## src/rtl/syzygy_adc_frame_tx_pkg.sv

```systemverilog
// Shared constants and lane-split helpers for the SYZYGY ADC frame transmitter.
package syzygy_adc_tx_pkg;

    typedef enum logic [1:0] {
        MODE_IDLE  = 2'd0,
        MODE_TRAIN = 2'd1,
        MODE_DATA  = 2'd2,
        MODE_RAMP  = 2'd3
    } mode_e;

    localparam logic [7:0]  FRAME_WORD   = 8'hF0;
    localparam logic [15:0] TRAIN_SAMPLE = 16'hCCCC;

    // Odd sample bits, MSB-first: s[15], s[13], ... s[1]
    function automatic logic [7:0] odd_bits(input logic [15:0] s);
        logic [7:0] r;
        r = 8'h00;
        for (int i = 0; i < 8; i++) r[i] = s[2*i+1];
        return r;
    endfunction

    // Even sample bits, MSB-first: s[14], s[12], ... s[0]
    function automatic logic [7:0] even_bits(input logic [15:0] s);
        logic [7:0] r;
        r = 8'h00;
        for (int i = 0; i < 8; i++) r[i] = s[2*i];
        return r;
    endfunction

endpackage

```

## src/rtl/syzygy_adc_frame_tx_if.sv

```systemverilog
// Sample input handshake plus serializer-facing word outputs of the frame transmitter.
interface syzygy_adc_frame_tx_if;
    logic [15:0] s_data;
    logic        s_valid;
    logic        s_ready;
    logic [7:0]  frame_word;
    logic [7:0]  lane0_word;
    logic [7:0]  lane1_word;
    logic        tx_valid;

    modport master (
        output s_data, s_valid,
        input  s_ready, frame_word, lane0_word, lane1_word, tx_valid
    );

    modport slave (
        input  s_data, s_valid,
        output s_ready, frame_word, lane0_word, lane1_word, tx_valid
    );
endinterface

```

## src/rtl/syzygy_adc_frame_tx_bitslip_inject.sv

```systemverilog
// One lane of slip injection: holds the previous and current raw word and emits
// the 16-bit pair shifted right by the slip amount, delaying the serial stream.
module bitslip_inject (
    input  logic       slow_clk,
    input  logic       reset,
    input  logic       ena,
    input  logic [7:0] raw_word,
    input  logic [2:0] slip,
    output logic [7:0] out_word
);
    logic [7:0] cur_r;
    logic [7:0] prev_r;
    logic [7:0] out_r;

    // Word pair history and rotated output register; ena low clears the history
    always_ff @(posedge slow_clk or posedge reset) begin
        if (reset) begin
            cur_r  <= 8'h00;
            prev_r <= 8'h00;
            out_r  <= 8'h00;
        end else if (!ena) begin
            cur_r  <= 8'h00;
            prev_r <= 8'h00;
            out_r  <= 8'h00;
        end else begin
            prev_r <= cur_r;
            cur_r  <= raw_word;
            out_r  <= 8'({prev_r, cur_r} >> slip);
        end
    end

    assign out_word = out_r;
endmodule

```

## src/rtl/syzygy_adc_frame_tx.sv

```systemverilog
// SYZYGY ADC frame transmitter: picks a 16-bit sample per slow_clk cycle, splits it
// into two 8-bit lanes beside a constant frame lane, and applies programmable slip.
module syzygy_adc_frame_tx
    import syzygy_adc_tx_pkg::*;
#(
    parameter int FIFO_DEPTH = 4,
    parameter int UFLOW_W    = 16
) (
    input  logic                 slow_clk,
    input  logic                 reset,
    input  logic                 ena,
    input  logic [1:0]           mode,
    input  logic [2:0]           slip_offset,
    syzygy_adc_frame_tx_if.slave tx,
    output logic [UFLOW_W-1:0]   underflow_count
);
    localparam int PTR_W = $clog2(FIFO_DEPTH);
    localparam int CNT_W = PTR_W + 1;

    mode_e              mode_s;
    logic [15:0]        fifo_mem_r [FIFO_DEPTH];
    logic [PTR_W-1:0]   wr_ptr_r;
    logic [PTR_W-1:0]   rd_ptr_r;
    logic [CNT_W-1:0]   count_r;
    logic               full_s;
    logic               empty_s;
    logic               ready_s;
    logic               push_s;
    logic               pop_s;
    logic               uflow_s;
    logic [15:0]        ramp_r;
    logic [15:0]        sample_s;
    logic [2:0]         slip_r;
    logic               cur_valid_r;
    logic               tx_valid_r;
    logic [UFLOW_W-1:0] uflow_r;

    assign mode_s  = mode_e'(mode);
    assign full_s  = (count_r == CNT_W'(FIFO_DEPTH));
    assign empty_s = (count_r == {CNT_W{1'b0}});
    // Reset gates ready so no push can be offered while state is held cleared
    assign ready_s = ena && !full_s && !reset;
    assign push_s  = tx.s_valid && ready_s;
    assign pop_s   = ena && (mode_s == MODE_DATA) && !empty_s;
    assign uflow_s = ena && (mode_s == MODE_DATA) && empty_s;

    // Source select for the word generated this cycle
    always_comb begin
        sample_s = 16'h0000;
        case (mode_s)
            MODE_IDLE:  sample_s = 16'h0000;
            MODE_TRAIN: sample_s = TRAIN_SAMPLE;
            MODE_DATA:  sample_s = empty_s ? 16'h0000 : fifo_mem_r[rd_ptr_r];
            MODE_RAMP:  sample_s = ramp_r;
            default:    sample_s = 16'h0000;
        endcase
    end

    // Sample storage; validity is tracked by the pointers, so no reset is needed
    always_ff @(posedge slow_clk) begin
        if (push_s) fifo_mem_r[wr_ptr_r] <= tx.s_data;
    end

    // FIFO pointers and occupancy; ena low flushes
    always_ff @(posedge slow_clk or posedge reset) begin
        if (reset) begin
            wr_ptr_r <= {PTR_W{1'b0}};
            rd_ptr_r <= {PTR_W{1'b0}};
            count_r  <= {CNT_W{1'b0}};
        end else if (!ena) begin
            wr_ptr_r <= {PTR_W{1'b0}};
            rd_ptr_r <= {PTR_W{1'b0}};
            count_r  <= {CNT_W{1'b0}};
        end else begin
            if (push_s) wr_ptr_r <= wr_ptr_r + PTR_W'(1);
            if (pop_s)  rd_ptr_r <= rd_ptr_r + PTR_W'(1);
            case ({push_s, pop_s})
                2'b10:   count_r <= count_r + CNT_W'(1);
                2'b01:   count_r <= count_r - CNT_W'(1);
                default: count_r <= count_r;
            endcase
        end
    end

    // Ramp source and the two-stage valid pipeline
    always_ff @(posedge slow_clk or posedge reset) begin
        if (reset) begin
            ramp_r      <= 16'h0000;
            cur_valid_r <= 1'b0;
            tx_valid_r  <= 1'b0;
        end else begin
            cur_valid_r <= ena;
            tx_valid_r  <= ena && cur_valid_r;
            if (!ena) ramp_r <= 16'h0000;
            else if (mode_s == MODE_RAMP) ramp_r <= ramp_r + 16'h0001;
        end
    end

    // Saturating underflow counter; only reset clears it
    always_ff @(posedge slow_clk or posedge reset) begin
        if (reset) uflow_r <= {UFLOW_W{1'b0}};
        else if (uflow_s && (uflow_r != {UFLOW_W{1'b1}})) uflow_r <= uflow_r + UFLOW_W'(1);
    end

    // Slip is registered alongside the raw words so both reach the rotator together
    always_ff @(posedge slow_clk or posedge reset) begin
        if (reset) slip_r <= 3'd0;
        else slip_r <= slip_offset;
    end

    bitslip_inject u_frame (
        .slow_clk(slow_clk), .reset(reset), .ena(ena),
        .raw_word(FRAME_WORD), .slip(slip_r), .out_word(tx.frame_word)
    );
    bitslip_inject u_lane0 (
        .slow_clk(slow_clk), .reset(reset), .ena(ena),
        .raw_word(even_bits(sample_s)), .slip(slip_r), .out_word(tx.lane0_word)
    );
    bitslip_inject u_lane1 (
        .slow_clk(slow_clk), .reset(reset), .ena(ena),
        .raw_word(odd_bits(sample_s)), .slip(slip_r), .out_word(tx.lane1_word)
    );

    assign tx.s_ready       = ready_s;
    assign tx.tx_valid      = tx_valid_r;
    assign underflow_count  = uflow_r;
endmodule

```

## src/flat_wrapper.sv

```systemverilog
// flat-port wrapper written by rule: the top's interface ports become plain ports
module syzygy_adc_frame_tx_flat import syzygy_adc_tx_pkg::*;
#(
    parameter int FIFO_DEPTH = 4,
    parameter int UFLOW_W    = 16
)
  (slow_clk, reset, ena, mode, slip_offset, underflow_count, tx_s_data, tx_s_valid, tx_s_ready, tx_frame_word, tx_lane0_word, tx_lane1_word, tx_tx_valid);
  syzygy_adc_frame_tx_if tx_i ();
  input  logic slow_clk;
  input  logic reset;
  input  logic ena;
  input  logic [1:0] mode;
  input  logic [2:0] slip_offset;
  output logic [UFLOW_W-1:0] underflow_count;
  input wire logic [$bits(tx_i.s_data)-1:0] tx_s_data;
  input wire logic [$bits(tx_i.s_valid)-1:0] tx_s_valid;
  output wire logic [$bits(tx_i.s_ready)-1:0] tx_s_ready;
  output wire logic [$bits(tx_i.frame_word)-1:0] tx_frame_word;
  output wire logic [$bits(tx_i.lane0_word)-1:0] tx_lane0_word;
  output wire logic [$bits(tx_i.lane1_word)-1:0] tx_lane1_word;
  output wire logic [$bits(tx_i.tx_valid)-1:0] tx_tx_valid;
  assign tx_i.s_data = tx_s_data;
  assign tx_i.s_valid = tx_s_valid;
  assign tx_s_ready = tx_i.s_ready;
  assign tx_frame_word = tx_i.frame_word;
  assign tx_lane0_word = tx_i.lane0_word;
  assign tx_lane1_word = tx_i.lane1_word;
  assign tx_tx_valid = tx_i.tx_valid;
  syzygy_adc_frame_tx #(.FIFO_DEPTH(FIFO_DEPTH), .UFLOW_W(UFLOW_W)) u_core (.slow_clk(slow_clk), .reset(reset), .ena(ena), .mode(mode), .slip_offset(slip_offset), .tx(tx_i), .underflow_count(underflow_count));
endmodule
```

## config.mk

```make
export PLATFORM = sky130hd
export DESIGN_NAME = syzygy_adc_frame_tx_flat
export DESIGN_NICKNAME = d
export VERILOG_FILES = /design/src/rtl/syzygy_adc_frame_tx_pkg.sv /design/src/rtl/syzygy_adc_frame_tx_if.sv /design/src/rtl/syzygy_adc_frame_tx_bitslip_inject.sv /design/src/rtl/syzygy_adc_frame_tx.sv /design/src/flat_wrapper.sv
export SDC_FILE = /design/constraint.sdc
export NUM_CORES = 1
export LEC_CHECK = 0
export BUFFER_PORTS_ARGS = -buffer_cell sky130_fd_sc_hd__buf_2
export CAP_MARGIN = 20
export CORE_MARGIN = 5
export CORE_UTILIZATION = 45
export CTS_CLUSTER_DIAMETER = 40
export DETAILED_ROUTE_END_ITERATION = 10
export PLACE_DENSITY = 0.66
export SLEW_MARGIN = 40
export SYNTH_ARGS = -nofsm -noshare
export SYNTH_HDL_FRONTEND = slang
export SYNTH_SLANG_ARGS = --single-unit
```

## constraint.sdc

```tcl
create_clock -name slow_clk -period 2.7 [get_ports slow_clk]
set_input_delay 0 -clock slow_clk [delete_from_list [all_inputs] [get_ports slow_clk]]
set_output_delay 0 -clock slow_clk [all_outputs]
set_load 0.05 [all_outputs]
```

# --- Yosys cells after proc, flatten, opt, wreduce, memory -nomap -nowiden ---
# Memory sizes are Yosys's and may differ from the RTL's.
# Index checks and enable logic that the tools add are counted.
op_classes:
  eq_ne: 11
  shift: 3
  n_addsub: 6
  reduce_logical: 13
  muxes: 21
ops:
  columns: ["cell", "count"]
  rows:
  - ["$mux 8", 9]
  - ["$pmux 16 s4", 1]
  - ["$mux 16", 3]
  - ["$shr 16x3->8", 3]
  - ["$add 16x1->16 const B", 2]
  - ["$ne 16x16->1 const B", 1]
  - ["$logic_and 1x1->1", 8]
  - ["$mux 2", 4]
  - ["$eq 2x2->1 const B", 3]
  - ["$ne 2x1->1 const B", 3]
  - ["$pmux 3 s2", 1]
  - ["$add 2x1->2 const B", 2]
  - ["$eq 2x1->1 const B", 2]
  - ["$add 3x1->3 const B", 1]
  - ["$eq 3x3->1 const B", 1]
  - ["$logic_not 1->1", 3]
  - ["$logic_not 3->1", 1]
  - ["$mux 3", 1]
  - ["$ne 3x1->1 const B", 1]
  - ["$sub 3x1->3 const B", 1]
  - ["$logic_not 2->1", 1]
  - ["$mux 1", 2]
totals:
  output_inout_bits: 42
  reg_bits: 116
  in_bits: 25
  memories: 1
  mem_bits_rw: 64
  wordCells: 72
memory_table:
  columns: ["memory", "depth", "width", "rd", "rd_clocked_by_memory_dff", "write_ports", "line_no", "text"]
  rows:
  - ["u_core.fifo_mem_r", 4, 16, 1, 0, 1, "syzygy_adc_frame_tx.sv:21", "logic [15:0] fifo_mem_r [FIFO_DEPTH];"]

# --- Longest topological paths before layout ---
# Gate-level depths: netlist of the first run.
depth:
  ltp_word: 8
  ltp_mapped: 9
  mapped_depth_nobuf: 7

# --- Modules after synthesis ---
# A second synthesis of the first run with hierarchy kept.
unflattened:
  cells_unflattened: 583
  hier_area_um2: 7830.0
by_module_without_submodules:
  columns: ["module", "seq_area_each_um2", "instances", "cells_each", "area_each_um2"]
  rows:
  - ["syzygy_adc_frame_tx", 3022.9, 1, 340, 4764.6]
  - ["bitslip_inject at u_core.u_lane0 ...", 575.6, 2, 81, 1024.7]
  - ["bitslip_inject at u_core.u_frame", 575.6, 1, 81, 1016.0]

# --- Worst setup path before layout of the first run ---
# No wires, ideal clock.
synth_timing:
  kind: "register to register"
  from: "register u_core.count_r[0]"
  to: "register u_core.count_r[2]"
  setup_time_ns: 0.128
  path_slack_ns: 0.498
  t_required_ns: 2.572
  synth_period_minus_slack_ns: 2.202
  arrival_ns: 2.074
  stages_incl_launch_ff: 9
  path_buffers: 1
  path_cell_list: "dfrtp_1 o31ai_1 nor2_1 clkbuf_1 and3_1 fa_1 nor3_1 a22oi_1 mux2i_1"
synth_via:
  elab_chain_len: 8
  word_cells_on_any_way: 15
  classes_between: "add/sub: 2; eq/ne: 4; mux: 2; reduce/logical: 7"
synth_rtl:
  columns: ["item", "line_no", "text"]
  rows:
  - ["start: declaration", "syzygy_adc_frame_tx.sv:24", "logic [CNT_W-1:0] count_r;"]
  - ["start signal: assignment", "syzygy_adc_frame_tx.sv:69", "count_r <= {CNT_W{1'b0}};"]
  - ["start signal: assignment", "syzygy_adc_frame_tx.sv:73", "count_r <= {CNT_W{1'b0}};"]
  - ["start signal: assignment", "syzygy_adc_frame_tx.sv:78", "2'b10: count_r <= count_r + CNT_W'(1);"]
  - ["$eq 3x3->1", "syzygy_adc_frame_tx.sv:39", "assign full_s = (count_r == CNT_W'(FIFO_DEPTH));"]
  - ["$logic_not 1->1", "syzygy_adc_frame_tx.sv:42", "assign ready_s = ena && !full_s && !reset;"]
  - ["$logic_and 1x1->1 (2 in a row)", "syzygy_adc_frame_tx.sv:42", null]
  - ["$logic_and 1x1->1", "syzygy_adc_frame_tx.sv:43", "assign push_s = tx.s_valid && ready_s;"]
  - ["$eq 2x1->1 / $eq 2x2->1 (equally long branches)", "syzygy_adc_frame_tx.sv:77", "case ({push_s, pop_s})"]
  - ["$pmux 3 s2", "syzygy_adc_frame_tx.sv:77", null]
  - ["$mux 3", "syzygy_adc_frame_tx.sv:70", "end else if (!ena) begin"]
# Several ways; a longest one is shown, not always the timed one.
# A chain may end at the register's enable or synchronous reset.

# --- Worst setup path in the final report of the first run ---
# Same ends and word-level chain as after synthesis.

==> reports/metrics.cfg, run 1 <==
[clock_tree]
clk_pin_slew_ns=0.06
clkSinkCount=162
ctsHtreeMaxLevel=4
cts_tree=built
cts_buffers=17
cts.path.max_buffers=2
clock_latency_ns=0.42
cts_root_buf=clkbuf_16
ctsHoldBuffers=22
cts_resized=0
post-cts-setup-buffers=0

[hold_path]
hold_path_class=primary input to flop
worstHoldStart=mode[0]
min_to=u_core.u_lane0.cur_r[1]
min_delay_path_depth=3

[finish]
area_growth_syn_to_layout_pct=19.5
final.fill_count=1347
nNetsFinal=633
diodes=0
drive_above_1_share_pct=25.1
register_area_um2=4380
multi_input_area_um2=2660
finalNonFillerCells=830

[setup_path]
worstSetupPathType=flop to flop
r2r_setup_slack_ns=0.52
worst-r2r-cell-count=7
crit_family=simple AND/OR/NAND/NOR gates
worst_setup_path_end_kind=flop
crit_fanout=8
r2r_end=u_core.count_r[2]
crit_path_top_delay_cell=nor3b_1
crit_arrival_ns=2.52
critPathLaunchType=flop
worst-path-buf-inv=0
r2r_start=u_core.count_r[0]
crit_required_ns=3.04
worstPathCellList=nor3b_1, or2_2, and3_1, fa_1, nor3_1, a22oi_1, mux2i_1
slowest_delay_ns=0.56

[placed_design]
io_buffers=66
hpwl_mm=9.03
globalplace.congestion=0.814
placedCellCount=776

[yosys]
ys_types=46
synthArstFlopShare_pct=60.5
synth-seq-cells=162
synthTopCellsByArea=dfrtp_1, edfxtp_1, mux4_2
yosysSeqAreaShare_pct=61.1
syn_area_um2=7160
yosysWarnings=0
synthCells=510
avgSynthCellArea_um2=14.0
synth_flop_cell=dfrtp_1
synth-edff-count=64
synth_fp_nets=542
yosysTopAreaCell=dfrtp_1
synth_top_area_share_pct=34.2

[global_routing]
track_usage_pct=15.4
grt_pass1_vias=4307
grt_max_degree=66
antenna_found_initial=0
grt_overflow=0
grt_pass1_wl_mm=22.1

[power]
leakage_nw=3.60
total_power_mw=5.71
switchingPower_mw=1.58
peakVddDrop_v=0.000447
p_clk_share_pct=39.8
p_sw_share_pct=27.6
power_frac_comb_pct=12.1
pwr-share-seq_pct=48.1
internal_power_mw=4.13
p_per_area_nw_per_um2=667

[detailed_routing]
dr.pass1.iters=5
first_iter_violations=201
ant_nets=0
num_vias=4242
wirelength_mm=13.1
drcViolationCount=0
post_drt_wl_per_cell_um=15.8
vias_per_cell=5.11

[floorplan]
start_util_pct=45.4
num_rows=46
coreArea_um2=15800
die_h_um=136
die_area_um2=18500
ios=67
fp.dieW_um=136

[timing]
slew_headroom_pct=53.0
fin_skew_ns=0.0103
fin_setup_tns_ns=0
fmax_ghz=0.459
finalSetupViolations=0
fin_crit_sh_pct=80.7
tightest_slew_ns=0.705
drv_slew=0
timing.final.hold_violations=0
rsz0062_at_grt=no
post-route-min-period_ns=2.18

[job]
drv_cap=0

[status]
status=finished clean

[flip-flops by register name (all words and copies together) (netlist names), 7 cells and up]
| signal | cells |
|---|---|
| u_core.underflow_count | 16 |
| u_core.u_lane0.prev_r | 7 |
| u_core.u_frame.out_word | 8 |
| u_core.fifo_mem_r | 64 |
| u_core.u_lane1.cur_r | 8 |
| u_core.u_lane1.out_word | 8 |
| u_core.ramp_r | 16 |
| u_core.u_lane0.cur_r | 8 |
| u_core.u_lane0.out_word | 8 |
| u_core.u_lane1.prev_r | 7 |
[cells by family (layout without fill, tap and decap cells)]
logic type                 Yosys count  count (layout)  synth area share [%]
AOI/OAI and AO/OA                   41              41                  3.77
xor gates and xnor gates            30              30                  3.67
adders and majority gates            7               7                  1.33
buffers and inverters               33             137                  1.85
DFF                                162             162                  61.1
muxes                               65              65                  14.7
and+or+nand+nor                    172             172                  13.6
[power groups by stage]
stage	Clock, mW	Combinational [mW]	Sequential, mW
global placement	0	0.666	2.79
global route	2.46	0.753	2.76
detailed placement	0	0.674	2.80
finish	2.27	0.691	2.75
floorplan	0	0.335	2.95
CTS	2.34	0.700	2.75
[stage by stage]
stage	instance area, um^2	hold WS (ns)	util, %	setup WS (ns)
after floorplan	7160	0.0314	-	0.138
after global placement	7770	0.113	49.2	0.632
after detailed placement	7770	0.110	49.2	0.511
after CTS	8560	0.0224	54.3	0.504
after global routing	8560	0.0708	54.3	0.335
final	8560	0.0514	54.3	0.522
[worst min-delay path: stages]
cell and delay [ns]:
buf_2 0.23, nand2_1 0.10, a31oi_1 0.08
[metal layers]
metal | vias to the layer above | GRT usage, % | routed length (um)
met2 | 102 | 24.3 | 6350
li1 | 2048 | - | -
met3 | 11 | 4.26 | 676
met1 | 2081 | 20.7 | 5910
met5 | - | 0 | 0
met4 | 0 | 5.54 | 149
[layout make-up]
type                            instances  area share (%)
Tap cell                              216            3.16
Sequential cell                       162            51.1
Inverter                                5           0.248
Clock inverter                         15            1.72
Timing Repair Buffer                  100            7.78
Clock buffer                           17            4.97
Multi-Input combinational cell        315            31.0
[layout by cell type (no fill, tap or decap), drive strengths merged, types with 15 or more instances in the layout]
cell type    instances
and2                34
buf                 78
clkbuf              17
dfrtp               98
dlygate4sd3         22
edfxtp              64
mux2i               32
mux4                32
nand2               32
nor2                22
nor2b               19
xnor2               15
xor2                15
[cell usage after synthesis, types with 2 or more instances]
cell	count
o31ai_1	2
nand3_1	13
nand2_1	32
buf_1	5
o21a_1	2
nor2b_1	19
xor2_1	15
mux2i_1	32
nor4_2	2
o21ai_0	7
nor2_1	22
a21oi_1	8
dfrtp_1	98
nand4_1	8
nand2b_1	6
ha_1	6
a31oi_1	5
edfxtp_1	64
nor3b_1	4
clkbuf_1	16
buf_2	7
and3_1	4
nor4b_2	2
and4_1	3
and2_1	34
mux4_2	32
nand3b_1	4
nor4_1	5
xnor2_1	15
nor3_1	8
a22oi_1	9
inv_1	5
a21boi_0	3
[how the worst max path moves through the flow]
stage,start,end,cells past startpoint
finish,u_core.count_r[0],u_core.count_r[2],7
global route,u_core.count_r[0],u_core.count_r[2],7
CTS,u_core.count_r[0],u_core.count_r[2],7
detailed placement,u_core.count_r[0],u_core.count_r[2],7
global placement,u_core.count_r[2],u_core.count_r[2],7
floorplan,reset,u_core.count_r[0],1
(Power assumes the default switching activity.)
==> run 2: changes to the inputs <==
Clock period 2.7 ns to 2 ns, I/O delays scaled along.
==> run 2 against run 1 <==
Compared with the run above:
- sequential cell count unchanged
- first-iteration DRC count grew 28%
- fmax up 13%
- critical endpoint unchanged
- largest power group unchanged
==> reports/metrics.cfg, run 2 (synthesis results as in run 1) <==
[detailed_routing]
dr.pass1.iters=5
ant_nets=0
met2_length_mm=6.67
wl_met3_um=590
post_drt_wl_per_cell_um=15.8
first_iter_violations=258
vias_per_cell=5.18
highest_layer=met4
num_vias=4348
drcViolationCount=0
wirelength_mm=13.3
met1_length_mm=5.84

[finish]
diodes=0
drive_above_1_share_pct=28.7
fin_util_pct=55.4
final_cell_mix=dfrtp_1, buf_2, edfxtp_1
fin_area_um2=8730
finalNonFillerCells=839
largest_register=u_core.fifo_mem_r
layout_commonest_cell=dfrtp_1
area_growth_syn_to_layout_pct=22.0
nNetsFinal=642
largest_register_ffs=64

[clock_tree]
post-cts-setup-buffers=0
cts_tree=built
ctsHtreeMaxLevel=4
cts_buffers=17
clkSinkCount=162
cts_root_buf=clkbuf_16
clock_latency_ns=0.43
cts.path.max_buffers=2
clk_pin_slew_ns=0.06

[floorplan]
start_util_pct=45.4
die_h_um=136
num_rows=46
ios=67
die_area_um2=18500
coreArea_um2=15800
fp.dieW_um=136

[placed_design]
hpwl_mm=9.09
placedCellCount=786
globalplace.congestion=0.808
io_buffers=66
dpl_cell_area_um2=7930

[timing]
fmax_ghz=0.520
drv_slew=0
timing.final.hold_violations=0
fin_skew_ns=0.00976
finalSetupViolations=0
fin_setup_tns_ns=0
tightest_slew_ns=0.695
fin_crit_sh_pct=96.1
post-route-min-period_ns=1.92
slew_headroom_pct=53.7
rsz0062_at_grt=no

[global_routing]
grt_overflow=0
grt_pass1_wl_mm=22.1
track_usage_pct=15.5
antenna_found_initial=0
grt_pass1_vias=4394
grt_max_degree=83

[hold_path]
min_delay_path_depth=3
hold_path_class=primary input to flop

[power]
peakVddDrop_v=0.000809
leakage_nw=3.64
p_per_area_nw_per_um2=903

[setup_path]
worstSetupPathType=flop to flop
crit_required_ns=2.31
critPathLaunchType=flop
worst_setup_path_end_kind=flop
worst-r2r-cell-count=7
crit_fanout=6
crit_arrival_ns=2.23

[status]
status=finished clean

[job]
drv_cap=0

-- run 2: cell count changes in the layout (fill, tap and decap cells not counted), sizes merged --
cell	before	now
clkinvlp	1	2
clkinv	6	1
buf	78	88
bufinv	0	1
dlygate4sd3	22	21
inv	13	16
-- run 2: report_power, final --
part           total [mW]  internal [mW]  switching [mW]
Sequential           3.70           3.59           0.113
Combinational       0.985          0.367           0.618
Clock                3.20           1.78            1.42
-- run 2: final timing paths --
kind,endpoint,start,slack [ns]
setup / recovery,u_core.count_r[2],u_core.count_r[2],0.08
hold / removal,u_core.count_r[0],mode[0],0.04
setup reg to reg,u_core.count_r[2],u_core.count_r[2],0.08
hold reg to reg,u_core.underflow_count[6],u_core.underflow_count[6],0.48
max in group asynchronous,u_core.count_r[2],reset,1.10
min in group asynchronous,u_core.underflow_count[14],reset,0.16
-- run 2: per-stage QoR --
step	hold WS (ns)	power, mW	setup slack (ns)
2_1_floorplan	0.0314	4.45	0.00945
3_3_place_gp	0.0393	4.70	0.105
3_5_place_dp	0.0464	4.73	0.0662
4_1_cts	0.0153	7.98	0.0432
5_1_grt	0.0343	8.23	0.00118
6_report	0.0411	7.89	0.0776
-- run 2: timing repair --
action | 4_1_cts | 5_1_grt
hold endpoints to repair | 86 | 0
setup endpoints to repair | 0 | 5
resized for setup | 0 | 4
hold buffers | 21 | 0
-- run 2: layout make-up --
type / instances / area, um^2
Fill cell: 1328 / 7040
Clock inverter: 15 / 161
Timing Repair Buffer: 109 / 793
Multi-Input combinational cell: 315 / 2670
Tap cell: 216 / 270
Clock buffer: 17 / 425
Inverter: 5 / 22.5
Sequential cell: 162 / 4390
-- run 2: worst max-delay path, cell delays in order (launching register included) --
cell     delay, ns
dfrtp_2       0.44
nor3b_1       0.16
or2_2         0.31
and3_1        0.20
fa_2          0.35
nor3_2        0.14
a22oi_2       0.08
mux2i_1       0.13
-- run 2: layer usage --
metal / global-route usage (%) / up-vias
met4: 5.04 / 0
met1: 20.3 / 2171
li1: - / 2069
met5: 0 / -
met3: 4.59 / 10
met2: 25.1 / 98
